[src/rtl/regfile_dump_reader_pkg.sv]
// Shared definitions for the register file dump reader: FSM state encoding
// and the order-sensitive checksum step.
package regfile_dump_reader_pkg;

    localparam int CHK_W = 32;

    typedef enum logic [1:0] {
        IDLE = 2'd0,
        READ = 2'd1,
        SEND = 2'd2,
        DONE = 2'd3
    } state_t;

    // Rotate left by one, then fold in the new word, so word order matters.
    function automatic logic [CHK_W-1:0] chkStep(input logic [CHK_W-1:0] acc,
                                                 input logic [CHK_W-1:0] data);
        return {acc[CHK_W-2:0], acc[CHK_W-1]} ^ data;
    endfunction

endpackage

[src/rtl/regfile_dump_reader_checksum.sv]
// Rotate-xor accumulator register; cleared at the start of every dump and
// advanced once per accepted word.
module dump_checksum
    import regfile_dump_reader_pkg::*;
(
    input  logic             Clk,
    input  logic             Reset,
    input  logic             Clear,
    input  logic             Enable,
    input  logic [CHK_W-1:0] Data,
    output logic [CHK_W-1:0] Sum
);

    always_ff @(posedge Clk) begin
        if (Reset || Clear) begin
            Sum <= '0;
        end else if (Enable) begin
            Sum <= chkStep(Sum, Data);
        end
    end

endmodule

[src/rtl/regfile_dump_reader.sv]
// Walks a register address range through an async read port and streams each
// captured word over valid/ready, keeping a running checksum.
module regfile_dump_reader
    import regfile_dump_reader_pkg::*;
#(
    parameter int WIDTH  = CHK_W,
    parameter int ADDR_W = 5
) (
    input  logic              Clk,
    input  logic              Reset,
    input  logic              Start,
    input  logic [ADDR_W-1:0] FirstReg,
    input  logic [ADDR_W-1:0] LastReg,
    output logic [ADDR_W-1:0] ReadRegister,
    input  logic [WIDTH-1:0]  ReadData,
    output logic [WIDTH-1:0]  DumpData,
    output logic [ADDR_W-1:0] DumpAddr,
    output logic              DumpValid,
    input  logic              DumpReady,
    output logic              Busy,
    output logic              Done,
    output logic [WIDTH-1:0]  Checksum
);

    localparam logic [ADDR_W-1:0] ADDR_ONE = {{(ADDR_W-1){1'b0}}, 1'b1};

    state_t            state;
    logic [ADDR_W-1:0] lastReg;
    logic              chkClear;
    logic              handshake;

    assign chkClear  = (state == IDLE) && Start;
    assign handshake = (state == SEND) && DumpValid && DumpReady;

    // ReadRegister doubles as the walk address: it is the value the file sees
    // throughout READ and SEND, and it returns to 0 once the walk ends.
    always_ff @(posedge Clk) begin
        if (Reset) begin
            state        <= IDLE;
            lastReg      <= '0;
            ReadRegister <= '0;
            DumpData     <= '0;
            DumpAddr     <= '0;
            DumpValid    <= 1'b0;
            Busy         <= 1'b0;
            Done         <= 1'b0;
        end else begin
            case (state)
                IDLE: begin
                    Done <= 1'b0;
                    if (Start) begin
                        lastReg      <= LastReg;
                        ReadRegister <= FirstReg;
                        Busy         <= 1'b1;
                        state        <= READ;
                    end
                end
                READ: begin
                    DumpData  <= ReadData;
                    DumpAddr  <= ReadRegister;
                    DumpValid <= 1'b1;
                    state     <= SEND;
                end
                SEND: begin
                    if (handshake) begin
                        DumpValid <= 1'b0;
                        if (ReadRegister == lastReg) begin
                            ReadRegister <= '0;
                            Done         <= 1'b1;
                            state        <= DONE;
                        end else begin
                            ReadRegister <= ReadRegister + ADDR_ONE;
                            state        <= READ;
                        end
                    end
                end
                DONE: begin
                    Done  <= 1'b0;
                    Busy  <= 1'b0;
                    state <= IDLE;
                end
                default: state <= IDLE;
            endcase
        end
    end

    dump_checksum u_checksum (
        .Clk    (Clk),
        .Reset  (Reset),
        .Clear  (chkClear),
        .Enable (handshake),
        .Data   (DumpData),
        .Sum    (Checksum)
    );

endmodule

[config.mk]
export PLATFORM = sky130hd
export DESIGN_NAME = regfile_dump_reader
export DESIGN_NICKNAME = d
export VERILOG_FILES = /design/src/rtl/regfile_dump_reader_pkg.sv /design/src/rtl/regfile_dump_reader_checksum.sv /design/src/rtl/regfile_dump_reader.sv
export SDC_FILE = /design/constraint.sdc
export NUM_CORES = 1
export LEC_CHECK = 0
export ABC_AREA = 1
export BUFFER_PORTS_ARGS = -buffer_cell sky130_fd_sc_hd__buf_4
export CORE_ASPECT_RATIO = 0.9
export CORE_MARGIN = 8
export CORE_UTILIZATION = 27
export DETAILED_ROUTE_END_ITERATION = 8
export PLACE_DENSITY_LB_ADDON = 0.12
export SLEW_MARGIN = 30
export SYNTH_ARGS = -nofsm -noshare
export SYNTH_HDL_FRONTEND = slang
export SYNTH_SLANG_ARGS = --single-unit
[constraint.sdc]
create_clock -name Clk -period 1.6 [get_ports Clk]
set_input_delay 0.08 -clock Clk [delete_from_list [all_inputs] [get_ports Clk]]
set_output_delay 0.08 -clock Clk [all_outputs]
set_load 0.1 [all_outputs]
# == Word level (Yosys, flattened, before mapping) ==
# Cells that the tools add are included.
# classes
addsub,1
n_eq_ne,7
n_mux,15
bitwise_logic,1
n_reduce_logical,16
# ops
op,n
bitwise XOR 32 bit,1
two-way mux 5 bit,3
case mux 5 bit (2 select lines),1
case mux 2 bit (4 select lines),1
AND reduction 2 bit,4
nonzero test 2 bit,4
two-way mux 2 bit,3
case mux 1 bit (2 select lines),3
AND reduction 3 bit,2
"adder 5 x 1 -> 5 bit, second input constant",1
== test 5 bit,1
"== test 2 bit, second input constant",2
two-way mux 1 bit,4
"!= test 2 bit, second input constant",2
logical AND 1 bit,3
"== test 2 x 1 -> 1 bit, second input constant",1
logical NOT 2 bit,1
"!= test 2 x 1 -> 1 bit, second input constant",1
OR reduction 2 bit,1
logical OR 1 bit,1
# word_totals
reg_bits,84
inputBits,46
elab_cells,49

# == Logic depth before layout (Yosys ltp) ==
# Gate-level depths: netlist of the first run.
# logic_depth
ltp_word,5
mapped_depth,10
depth_no_buf,10

# == Cells and area by module ==
# Synthesis of the first run repeated with hierarchy kept, for this count alone.
# unflattened
cells_unflattened,618
area_unflattened_um2,3975.1
# by_module_without_submodules
mod,n_inst,cells_per_inst,area_each_um2,seq_area_each_um2
regfile_dump_reader,1,285,2128.3,1041.0
dump_checksum,1,333,1846.8,640.6

# == Worst setup path after synthesis of the first run ==
# OpenSTA, ideal clock, no wires.
# synth_path
path_type,register to register
startpoint,reg ReadRegister[0]
endpoint,reg ReadRegister[4]
setup_ps,71
arrival_ps,1913
required_ps,1529
slack_ps,-384
stages_incl_launch_ff,6
period_less_slack_ps,1984
cell_sequence,dfxtp_1 -> ha_1 -> nand3_1 -> xor2_1 -> nand3b_1 -> a21oi_1
# synth_between
elab_chain_cells,4
# synth_lines
element,line,rtl
start: declaration,regfile_dump_reader.sv:14,"output logic [ADDR_W-1:0] ReadRegister,"
start signal: assignment,regfile_dump_reader.sv:53,ReadRegister <= FirstReg;
start signal: assignment,regfile_dump_reader.sv:72,ReadRegister <= ReadRegister + ADDR_ONE;
adder 5 x 1 -> 5 bit or == test 5 bit (tied branches),"regfile_dump_reader.sv:72, regfile_dump_reader.sv:67",
two-way mux 5 bit (*),regfile_dump_reader.sv:67,if (ReadRegister == lastReg) begin
two-way mux 5 bit (*),regfile_dump_reader.sv:65,if (handshake) begin
case mux 5 bit (2 select lines) (*),regfile_dump_reader.sv:48,case (state)
# Mark *: on every way between the ends. The rest lies on a longest branch, timed or not. The select of a mux whose other input is x is not followed.
# A chain may end at the register's enable or synchronous reset.

# == Worst setup path in the final report of the first run ==
# layout_path
startpoint,reg state[0]
endpoint,reg ReadRegister[3]
# layout_between
elab_chain_cells,5
# layout_lines
element,line,rtl
start: declaration,regfile_dump_reader.sv:27,state_t state;
start signal: assignment,regfile_dump_reader.sv:39,state <= IDLE;
start signal: assignment,regfile_dump_reader.sv:55,state <= READ;
start signal: assignment,regfile_dump_reader.sv:62,state <= SEND;
== test 2 bit,"regfile_dump_reader.sv:33, regfile_dump_reader.sv:48",
logical AND 1 bit (2 in a row),regfile_dump_reader.sv:33,assign handshake = (state == SEND) && DumpValid && DumpReady;
!= test 2 bit (no line),-,
AND reduction 3 bit (no line),-,
# Several ways; a longest one is shown, not always the timed one.

==> metrics.md, run 1 <==
| Metric | Value |
|---|---|
| Run status | `completed` |
| Syn Nets | `507` |
| HPWL after detailed placement | `7.614 mm` |
| Wire length of the first global-routing pass | `16.97 mm` |
| Number of cells on the worst hold path | `3` |
| Setup tns final | `0 ns` |
| Worst R2R End | `ReadRegister[3]` |
| CP Data Required Time | `1.82 ns` |
| Count of final hold-check violations | `0` |
| Row Count | `40` |
| P&R area growth vs syn | `50.30%` |
| Critical Path AT | `1.70 ns` |
| Setup-violating endpoint count in the final report | `0` |
| Most used cell along the critical path | `sky130_fd_sc_hd__a21oi_1` |
| Biggest area consumer among synthesized cells | `sky130_fd_sc_hd__dfxtp_1` |
| Max-cap viol count | `0` |
| Maximum number of pins on one net before global-route repair | `38` |
| Slowest CP cell | `sky130_fd_sc_hd__dfxtp_1` |
| Setup repair after global routing missed its margin | `false` |
| Layer with the highest usage | `met2` |
| Later-pin clock latency in the skew report | `0.33 ns` |
| Area of all placed cells without fillers | `0.005414 mm²` |
| Area of placed instances | `0.004758 mm²` |
| Worst-case hold slack | `0.02002 ns` |
| Final min period | `1.479 ns` |
| Total of warnings raised by yosys | `0` |
| Final Slew Violations | `0` |
| Dominant register cell in the synthesized netlist | `sky130_fd_sc_hd__dfxtp_1` |
| Largest stage delay on the critical path | `0.34 ns` |
| Flip-flop and latch count after synthesis | `84` |
| Global-route usage over all layers | `12.15%` |
| Worst setup SP type | `flip-flop` |
| Fraction of layout cells with a size suffix above 1 | `28.50%` |
| Die Y | `125.6 µm` |
| CTS Sinks | `84` |
| Io pins | `123` |
| Pleak | `2.519 nW` |
| Reg2reg setup slack | `0.12 ns` |
| Maximum clock skew at final layout | `0.007056 ns` |
| Count of input and output buffers | `122` |
| Total wire length | `10.49 mm` |
| Post-detailed-route count of antenna-violating nets | `0` |
| Drt initial violations | `132` |
| Number of logic stages on the critical path including buffering | `6` |
| Routed vias/inst | `4.173` |
| Total congestion overflow | `0` |
| CTS buffer count | `9` |
| EDFF count, synth | `0` |
| Syn Area/Cell | `7.917 µm²` |
| Vias after detailed routing | `3263` |
| Largest cells by area after synthesis | `sky130_fd_sc_hd__dfxtp_1 47%, sky130_fd_sc_hd__o21ai_0 8.8%, sky130_fd_sc_hd__xor2_1 8.5%` |
| Initial Utilization | `27.26%` |
| Worst-path cell chain | `inv_2 > ha_2 > buf_4 > inv_1 > a21oi_1 > a21oi_1` |
| Clock transition time at the flip-flop clock pins of the worst setup and hold paths | `0.06 ns` |
| Slew margin rel. | `76.01%` |
| Depth of the most critical reg-to-reg path | `6` |
| Clock tree from TritonCTS | `yes` |
| Setup crit end kind | `flip-flop` |
| Power Dens Cells | `2258 mW/mm²` |
| Global routing met1 resource utilization | `15.27%` |
| Peak VDD IR | `1.247 mV` |
| Critical setup path kind | `flip-flop to flip-flop` |
| Least-Margin Pin Slew | `0.3598 ns` |
| RR Startpoint | `state[0]` |
| Buffer and inverter count on the worst path | `3` |
| Number of antenna violations at the first check in global routing | `0` |
| Horizontal extent of the die | `137.8 µm` |
| Sequential share of the synthesized area | `46.68%` |
| Worst hold-check path type | `primary input to flip-flop` |
| Crit share post-route | `92.47%` |
| Standard cell core area | `0.01321 mm²` |
| Filler cell count | `1375` |
| CP startpoint | `state[0]` |
| Vias in the first global route | `3270` |
| Drt pass-1 iters | `4` |
| Ys async rst share | `0%` |
| Die outline area | `0.01730 mm²` |
| Most frequent cells in the layout | `128 x sky130_fd_sc_hd__buf_4, 78 x sky130_fd_sc_hd__dfxtp_1, 70 x sky130_fd_sc_hd__nor2_1` |
| Most common cell after layout, fill and taps aside | `sky130_fd_sc_hd__buf_4` |
| Detailed-route wire length per cell | `13.41 µm` |
| Master cell of the clock root buffer | `sky130_fd_sc_hd__clkbuf_16` |
| Routability cong. | `0.7221` |
| Remaining design rule violation count | `0` |
| Critical path peak fanout | `8` |
| Capture point of the worst path | `ReadRegister[3]` |
| Synth unique cells | `28` |
| Met2 track utilization from global routing | `19.38%` |
| CTS H-tree lvls | `3` |
| Final cell utilization of the core | `40.98%` |
| Top-area cell type share of the netlist area | `46.68%` |
| Grt met3 use | `3.403%` |
| Final net count | `661` |
| Critical path's top delay family | `buffers and inverters` |
| Number of antenna cells inserted | `0` |
| Maximum operating frequency | `675.9 MHz` |
| Number of post-CTS setup repair buffers | `0` |
| CTS max path bufs | `2` |
| Synthesized instance count | `455` |
| Total standard cell area after synthesis | `0.003602 mm²` |
-- tightest hold or removal path, cell delays in order --
cell                      delay [ns]
sky130_fd_sc_hd__buf_4          0.07
sky130_fd_sc_hd__o21ai_0        0.07
sky130_fd_sc_hd__a21oi_1        0.10
-- registers in the layout, summed over array words and instances (netlist names) --
name / count
DumpData: 32
u_checksum.Sum: 32
DumpAddr: 5
ReadRegister: 5
lastReg: 5
state: 2
Busy: 1
Done: 1
DumpValid: 1
-- cells by family (layout without fill, tap and decap cells) --
kind of cell	Yosys count	in the layout	synth area share, %
buffers and inverters	76	235	9.135
XOR/XNOR	37	37	8.996
AND/OR/NAND/NOR	115	115	13.41
AO/OA/AOI/OAI	137	137	19.69
flip-flops	84	84	46.68
adder cells (fa/ha/maj)	6	6	2.084
-- metal layers --
layer | part of all wire [%] | up-vias
li1 | - | 1764
met1 | 47 | 1411
met2 | 46 | 77
met3 | 6.5 | 11
met4 | 1.2 | 0
met5 | 0 | -
-- worst min-delay path by stage --
stage                       startpoint              end  slack [ns]
after detailed placement  ReadData[25]     DumpData[25]        0.31
after global placement     ReadData[7]      DumpData[7]        0.30
after CTS                   LastReg[3]       lastReg[3]       0.005
after floorplan                  Reset        DumpValid        0.14
final                       LastReg[0]       lastReg[0]        0.02
after global routing       FirstReg[0]  ReadRegister[0]        0.05
-- area by class of cell --
cell class / count / area (µm²) / share of cell area (%)
Tap cell: 168 / 210.2 / 3.883
Clock inverter: 4 / 73.82 / 1.364
Multi-Input combinational cell: 295 / 1612 / 29.77
Sequential cell: 84 / 1689 / 31.20
Timing Repair Buffer: 166 / 1391 / 25.70
Inverter: 53 / 201.4 / 3.721
Clock buffer: 12 / 236.5 / 4.368
-- Yosys cell counts (4+ instances only) --
master	instances
sky130_fd_sc_hd__buf_6	4
sky130_fd_sc_hd__o21ai_1	18
sky130_fd_sc_hd__nor2_1	70
sky130_fd_sc_hd__o21ai_0	63
sky130_fd_sc_hd__buf_1	5
sky130_fd_sc_hd__xor2_1	35
sky130_fd_sc_hd__ha_1	6
sky130_fd_sc_hd__inv_2	5
sky130_fd_sc_hd__inv_1	47
sky130_fd_sc_hd__nand3_1	8
sky130_fd_sc_hd__nand2_2	4
sky130_fd_sc_hd__buf_2	5
sky130_fd_sc_hd__a21oi_1	54
sky130_fd_sc_hd__dfxtp_1	84
sky130_fd_sc_hd__clkbuf_1	7
sky130_fd_sc_hd__nand2_1	25
-- per-stage QoR --
step                      worst slack (ns)  std cells  total power (W)
after floorplan                    0.03460        455         0.008411
after global placement             0.08962        733          0.01002
after detailed placement         -0.002075        733          0.01004
after CTS                          0.02056        782          0.01236
after global routing              0.007646        782          0.01292
final                               0.1205        782          0.01222
-- where the power goes --
| group | switching [W] | total [W] | leakage, nW | internal (W) |
|---|---|---|---|---|
| Combinational | 0.00515 | 0.00683 | 1.68 | 0.00168 |
| Clock | 0.000820 | 0.00219 | 0.151 | 0.00137 |
| Sequential | 0.000544 | 0.00320 | 0.689 | 0.00266 |
-- timing repair --
action / in CTS / in global routing
resized for setup: 1 / 3
endpoints found under the hold margin: 34 / 0
setup endpoints to repair: 1 / 28
hold buffers: 33 / 0
No activity file was read; power rests on OpenSTA's default activity.
==> inputs of run 2 (changes only) <==
--- a/config.mk
+++ b/config.mk
@@ -12,6 +12,7 @@
 export CORE_UTILIZATION = 27
 export DETAILED_ROUTE_END_ITERATION = 8
 export PLACE_DENSITY_LB_ADDON = 0.12
+export RECOVER_POWER = 25
 export SLEW_MARGIN = 30
 export SYNTH_ARGS = -nofsm -noshare
 export SYNTH_HDL_FRONTEND = slang
==> run 2 against run 1 <==
Net effect: clock power barely moved; global-route usage is the same; first-iteration DRC count shrank 14%; non-clock buffer count did not move; hold slack barely moved; final area shrank 1.8%; register-to-register slack hardly changed; critical endpoint unchanged; largest power group unchanged.
==> metrics.md, run 2 (synthesis results as in run 1) <==
| Metric | Value |
|---|---|
| Run status | `completed` |
| Total net switching power | `0.006503 W` |
| Vias after detailed routing | `3256` |
| Switching Share | `53.97%` |
| Peak VDD IR | `1.205 mV` |
| Vias in the first global route | `3270` |
| Final min period | `1.479 ns` |
| Maximum number of pins on one net before global-route repair | `38` |
| Worst setup SP type | `flip-flop` |
| Max-cap viol count | `0` |
| Detailed-route wire length per cell | `13.40 µm` |
| Standard cell core area | `0.01321 mm²` |
| Final net count | `661` |
| CTS max path bufs | `2` |
| Count of input and output buffers | `122` |
| Cell Count Post-Placement | `733` |
| Setup-violating endpoint count in the final report | `0` |
| Routed vias/inst | `4.164` |
| Later-pin clock latency in the skew report | `0.33 ns` |
| Fraction of layout cells with a size suffix above 1 | `28.50%` |
| CTS H-tree lvls | `3` |
| Crit share post-route | `92.45%` |
| Master cell of the clock root buffer | `sky130_fd_sc_hd__clkbuf_16` |
| Maximum clock skew at final layout | `0.007879 ns` |
| CTS buffer count | `9` |
| Io pins | `123` |
| CP Data Required Time | `1.82 ns` |
| Drt initial violations | `114` |
| Combinational fraction of design power | `55.3%` |
| Number of antenna cells inserted | `0` |
| Slew margin rel. | `61.87%` |
| P&R area growth vs syn | `47.52%` |
| Pre-CTS WS | `-0.002075 ns` |
| Power Dens Cells | `2268 mW/mm²` |
| Number of cells on the worst hold path | `3` |
| Remaining design rule violation count | `0` |
| Count of non-filler cells in the finished layout | `782` |
| Row Count | `40` |
| CTS Sinks | `84` |
| Leading registers by flop count | `DumpData x32, u_checksum.Sum x32` |
| Clock transition time at the flip-flop clock pins of the worst setup and hold paths | `0.06 ns` |
| Worst-case hold slack | `0.01999 ns` |
| Count of final hold-check violations | `0` |
| Setup crit end kind | `flip-flop` |
| Post-detailed-route count of antenna-violating nets | `0` |
| Critical path peak fanout | `8` |
| Pleak | `2.488 nW` |
| Drt pass-1 iters | `4` |
| Most common cell after layout, fill and taps aside | `sky130_fd_sc_hd__buf_4` |
| Initial Utilization | `27.26%` |
| HPWL after detailed placement | `7.614 mm` |
| Worst hold-check path type | `primary input to flip-flop` |
| Final critical-path setup slack | `0.1208 ns` |
| Final Slew Violations | `0` |
| Wire length of the first global-routing pass | `16.97 mm` |
| Least-Margin Pin Slew | `0.5745 ns` |
| Depth of the most critical reg-to-reg path | `6` |
| Number of antenna violations at the first check in global routing | `0` |
| Die Y | `125.6 µm` |
| Multi-input combinational cell area | `0.001612 mm²` |
| Global-route usage over all layers | `12.15%` |
| Most frequent cells in the layout | `88 x sky130_fd_sc_hd__buf_4, 78 x sky130_fd_sc_hd__dfxtp_1, 70 x sky130_fd_sc_hd__nor2_1` |
| Design internal power | `0.005546 W` |
| Storage element area | `0.001689 mm²` |
| Horizontal extent of the die | `137.8 µm` |
| Die outline area | `0.01730 mm²` |
| Critical setup path kind | `flip-flop to flip-flop` |
| Clock network fraction of design power | `18.2%` |
| Critical Path AT | `1.70 ns` |
| Total wire length | `10.48 mm` |
| Routability cong. | `0.7221` |
| Setup repair after global routing missed its margin | `false` |
| Clock tree from TritonCTS | `yes` |
| Total congestion overflow | `0` |
| Filler cell count | `1397` |
| Maximum operating frequency | `676.0 MHz` |
| Fraction of power consumed by sequential logic | `26.5%` |
## run 2: what timing repair did
item	in CTS	in global routing
endpoints found under the setup margin	1	28
hold endpoints to repair	34	0
buffers inserted	0	0
hold buffers	33	0
resized for setup	1	3
## run 2: layout make-up
type	count	area share (%)
sequential	84	31.79
multi-input combinational	295	30.33
timing repair buffer	166	24.30
clock buffer	12	4.450
tap	168	3.956
inverter	53	3.791
clock inverter	4	1.389
## run 2: worst paths after layout
path                                        end  slack, ns       start
worst min-delay path                 lastReg[0]       0.02  LastReg[0]
worst min register to register       lastReg[1]       0.47  lastReg[1]
worst max register to register  ReadRegister[3]       0.12    state[0]
worst max-delay path            ReadRegister[3]       0.12    state[0]
## run 2: power groups by stage
stage	clock, W	sequential (W)	combinational (W)
finish	0.00219	0.00320	0.00667
global route	0.00235	0.00329	0.00712
CTS	0.00227	0.00322	0.00687
detailed placement	0	0.00326	0.00678
global placement	0	0.00325	0.00676
floorplan	0	0.00654	0.00188
## run 2: metal layers
metal | share of wire (%) | routed length [µm] | global-route usage, % | vias to the layer above
met2 | 46 | 4771 | 19.38 | 75
met4 | 1.2 | 130 | 4.169 | 0
met3 | 6.4 | 669 | 3.403 | 11
met1 | 47 | 4907 | 15.27 | 1405
met5 | 0 | 0 | 0 | -
li1 | - | - | - | 1765
## run 2: stage by stage
stage / TNS [ns] / area [µm²] / utilization (%) / total power [W]
6_report: 0 / 5314 / 40.22 / 0.01205
3_5_place_dp: -0.002075 / 4758 / 36.01 / 0.01004
2_1_floorplan: 0 / 3610 / - / 0.008411
4_1_cts: 0 / 5401 / 40.88 / 0.01236
3_3_place_gp: 0 / 4758 / 36.01 / 0.01002
5_1_grt: 0 / 5314 / 40.22 / 0.01275
## run 2: critical path, cell delays in order, from the launching register on
cell                      delay, ns
sky130_fd_sc_hd__dfxtp_1       0.34
sky130_fd_sc_hd__inv_2         0.13
sky130_fd_sc_hd__ha_2          0.30
sky130_fd_sc_hd__buf_4         0.21
sky130_fd_sc_hd__inv_1         0.13
sky130_fd_sc_hd__a21oi_1       0.18
sky130_fd_sc_hd__a21oi_1       0.08
==> inputs of run 3 (changes only) <==
==> constraint.sdc (replaced) <==
create_clock -name Clk -period 1.4 [get_ports Clk]
set_input_delay 0.07 -clock Clk [delete_from_list [all_inputs] [get_ports Clk]]
set_output_delay 0.07 -clock Clk [all_outputs]
set_load 0.1 [all_outputs]
==> run 3 against run 2 <==
Net effect: die area unchanged; largest power group unchanged; sequential share of layout area hardly changed; hold slack better by 0.0043 ns; wire length rose by 3.1%; sequential power is 18% higher; worst setup slack lost 0.10 ns; clock skew shrank 0.0026 ns; clock power up 29%; critical endpoint is now ReadRegister[0]; sequential cell count unchanged.
==> metrics.md, run 3 (synthesis results as in run 1) <==
| Metric | Value |
|---|---|
| HPWL after detailed placement | `7.812 mm` |
| Worst hold-check path type | `primary input to flip-flop` |
| Max-cap viol count | `0` |
| Run status | `completed` |
| Drt pass-1 iters | `4` |
| Worst R2R End | `ReadRegister[0]` |
| Maximum clock skew at final layout | `0.005320 ns` |
| Wire length of the first global-routing pass | `17.22 mm` |
| Count of input and output buffers | `122` |
| Worst-path cell chain | `inv_4 > ha_4 > inv_2 > or2_4 > o211ai_4 > inv_4 > o21ai_2 > a21oi_1` |
| Critical path peak fanout | `6` |
| Number of antenna cells inserted | `0` |
| Cell Count Post-Placement | `738` |
| Drt initial violations | `157` |
| Least-Margin Pin Slew | `0.5715 ns` |
| Io pins | `123` |
| CP Data Required Time | `1.62 ns` |
| Global-route usage over all layers | `12.46%` |
| Critical Path AT | `1.61 ns` |
| Setup crit end kind | `flip-flop` |
| Peak VDD IR | `1.249 mV` |
| Depth of the most critical reg-to-reg path | `8` |
| Count of final hold-check violations | `0` |
| Setup-violating endpoint count in the final report | `0` |
| Fraction of layout cells with a size suffix above 1 | `36.29%` |
| Final cell utilization of the core | `41.70%` |
| CTS max path bufs | `2` |
| Master cell of the clock root buffer | `sky130_fd_sc_hd__clkbuf_16` |
| Reg2reg setup slack | `0.02 ns` |
| Slowest CP cell | `sky130_fd_sc_hd__dfxtp_4` |
| CTS H-tree lvls | `3` |
| Detailed-route wire length per cell | `13.72 µm` |
| Critical setup path kind | `flip-flop to flip-flop` |
| Setup repair after global routing missed its margin | `true` |
| Post-detailed-route count of antenna-violating nets | `0` |
| Row Count | `40` |
| Standard cell core area | `0.01321 mm²` |
| Die outline area | `0.01730 mm²` |
| Initial Utilization | `27.26%` |
| Final Slew Violations | `0` |
| Power Dens Cells | `2618 mW/mm²` |
| Slew margin rel. | `62.06%` |
| P&R area growth vs syn | `52.97%` |
| Later-pin clock latency in the skew report | `0.34 ns` |
| Horizontal extent of the die | `137.8 µm` |
| Largest stage delay on the critical path | `0.37 ns` |
| Worst min-delay path endpoint | `lastReg[3]` |
| Clock transition time at the flip-flop clock pins of the worst setup and hold paths | `0.06 ns` |
| Total congestion overflow | `0` |
| Final min period | `1.383 ns` |
| Worst setup SP type | `flip-flop` |
| Most used cell along the critical path | `sky130_fd_sc_hd__inv_4` |
| Most common cell after layout, fill and taps aside | `sky130_fd_sc_hd__buf_4` |
| Worst Hold Launch | `LastReg[3]` |
| Crit share post-route | `98.80%` |
| Clock tree from TritonCTS | `yes` |
| Maximum operating frequency | `723.0 MHz` |
| Vias after detailed routing | `3354` |
| Leading registers by flop count | `DumpData x32, u_checksum.Sum x32` |
| Final net count | `667` |
| Number of cells on the worst hold path | `3` |
| Pleak | `2.568 nW` |
| CTS buffer count | `9` |
| Buffer and inverter count on the worst path | `3` |
| Critical path's top delay family | `flip-flops` |
| RR Startpoint | `state[1]` |
| Routability cong. | `0.8021` |
| Number of post-CTS setup repair buffers | `0` |
| Die Y | `125.6 µm` |
| Final Power | `0.01443 W` |
| Number of antenna violations at the first check in global routing | `0` |
| Routed vias/inst | `4.256` |
| Most frequent cells in the layout | `93 x sky130_fd_sc_hd__buf_4, 70 x sky130_fd_sc_hd__nor2_1, 59 x sky130_fd_sc_hd__o21ai_0` |
| CTS Sinks | `84` |
| Remaining design rule violation count | `0` |
| Maximum number of pins on one net before global-route repair | `39` |
| Total wire length | `10.81 mm` |
| Filler cell count | `1361` |
| Vias in the first global route | `3278` |
| Count of non-filler cells in the finished layout | `788` |
[run 3: changes by cell type in the layout (fill, tap and decap cells not counted), sizes merged]
| cell | change |
|---|---|
| buf | +7 |
| clkbuf | -3 |
| bufinv | +1 |
| clkinv | -1 |
| dlygate4sd3 | +1 |
| inv | +1 |
[run 3: how the worst max path moves through the flow]
stage | to | slack (ns) | startpoint | depth (start not counted)
6_report | ReadRegister[0] | 0.02 | state[1] | 8
5_1_grt | ReadRegister[0] | -0.07 | state[0] | 8
4_1_cts | u_checksum.Sum[15] | -0.02 | state[0] | 6
3_5_place_dp | u_checksum.Sum[1] | -0.05 | state[0] | 6
3_3_place_gp | u_checksum.Sum[8] | -0.0005 | state[0] | 6
2_1_floorplan | u_checksum.Sum[0] | -0.01 | u_checksum.Sum[31] | 3
[run 3: layout make-up]
| cell class | count | area (µm²) | share of cell area (%) |
|---|---|---|---|
| clock buffers | 11 | 254.0 | 4.609 |
| clock inverters | 5 | 105.1 | 1.907 |
| inverters | 53 | 206.4 | 3.747 |
| multi-input cells | 295 | 1629 | 29.56 |
| flip-flops and latches | 84 | 1754 | 31.83 |
| well taps | 168 | 210.2 | 3.815 |
| repair buffers | 172 | 1351 | 24.52 |
[run 3: power by group]
part	switching [W]	internal, W
Combinational	0.00596	0.00186
Clock	0.000974	0.00186
Sequential	0.000637	0.00313
[run 3: stage by stage]
step                area (µm²)  setup TNS, ns  setup WS (ns)  hold slack [ns]
floorplan                 3672       -0.01233       -0.01084           0.1294
global placement          4858     -0.0007120     -0.0004828           0.2847
detailed placement        4858        -0.7413       -0.05392           0.2827
CTS                       5570        -0.1019       -0.02410          0.01150
global route              5510        -0.1661       -0.06570          0.02139
finish                    5510              0        0.01684          0.02428
[run 3: per-layer routing]
layer / GRT usage (%) / up-vias / part of all wire, %
li1: - / 1780 / -
met1: 15.93 / 1465 / 47
met2: 19.18 / 99 / 44
met3: 4.003 / 10 / 8.1
met4: 4.359 / 0 / 1.1
met5: 0 / - / 0
[run 3: worst min-delay path, cell delays in order]
cell and delay (ns):
sky130_fd_sc_hd__buf_4 0.07, sky130_fd_sc_hd__o21ai_0 0.07, sky130_fd_sc_hd__a21oi_1 0.11
[run 3: repair_timing]
action / CTS / global route
pin swaps: 0 / 3
resized for setup: 2 / 16
hold buffers: 34 / 0
hold endpoints to repair: 35 / 0
setup endpoints to repair: 27 / 78
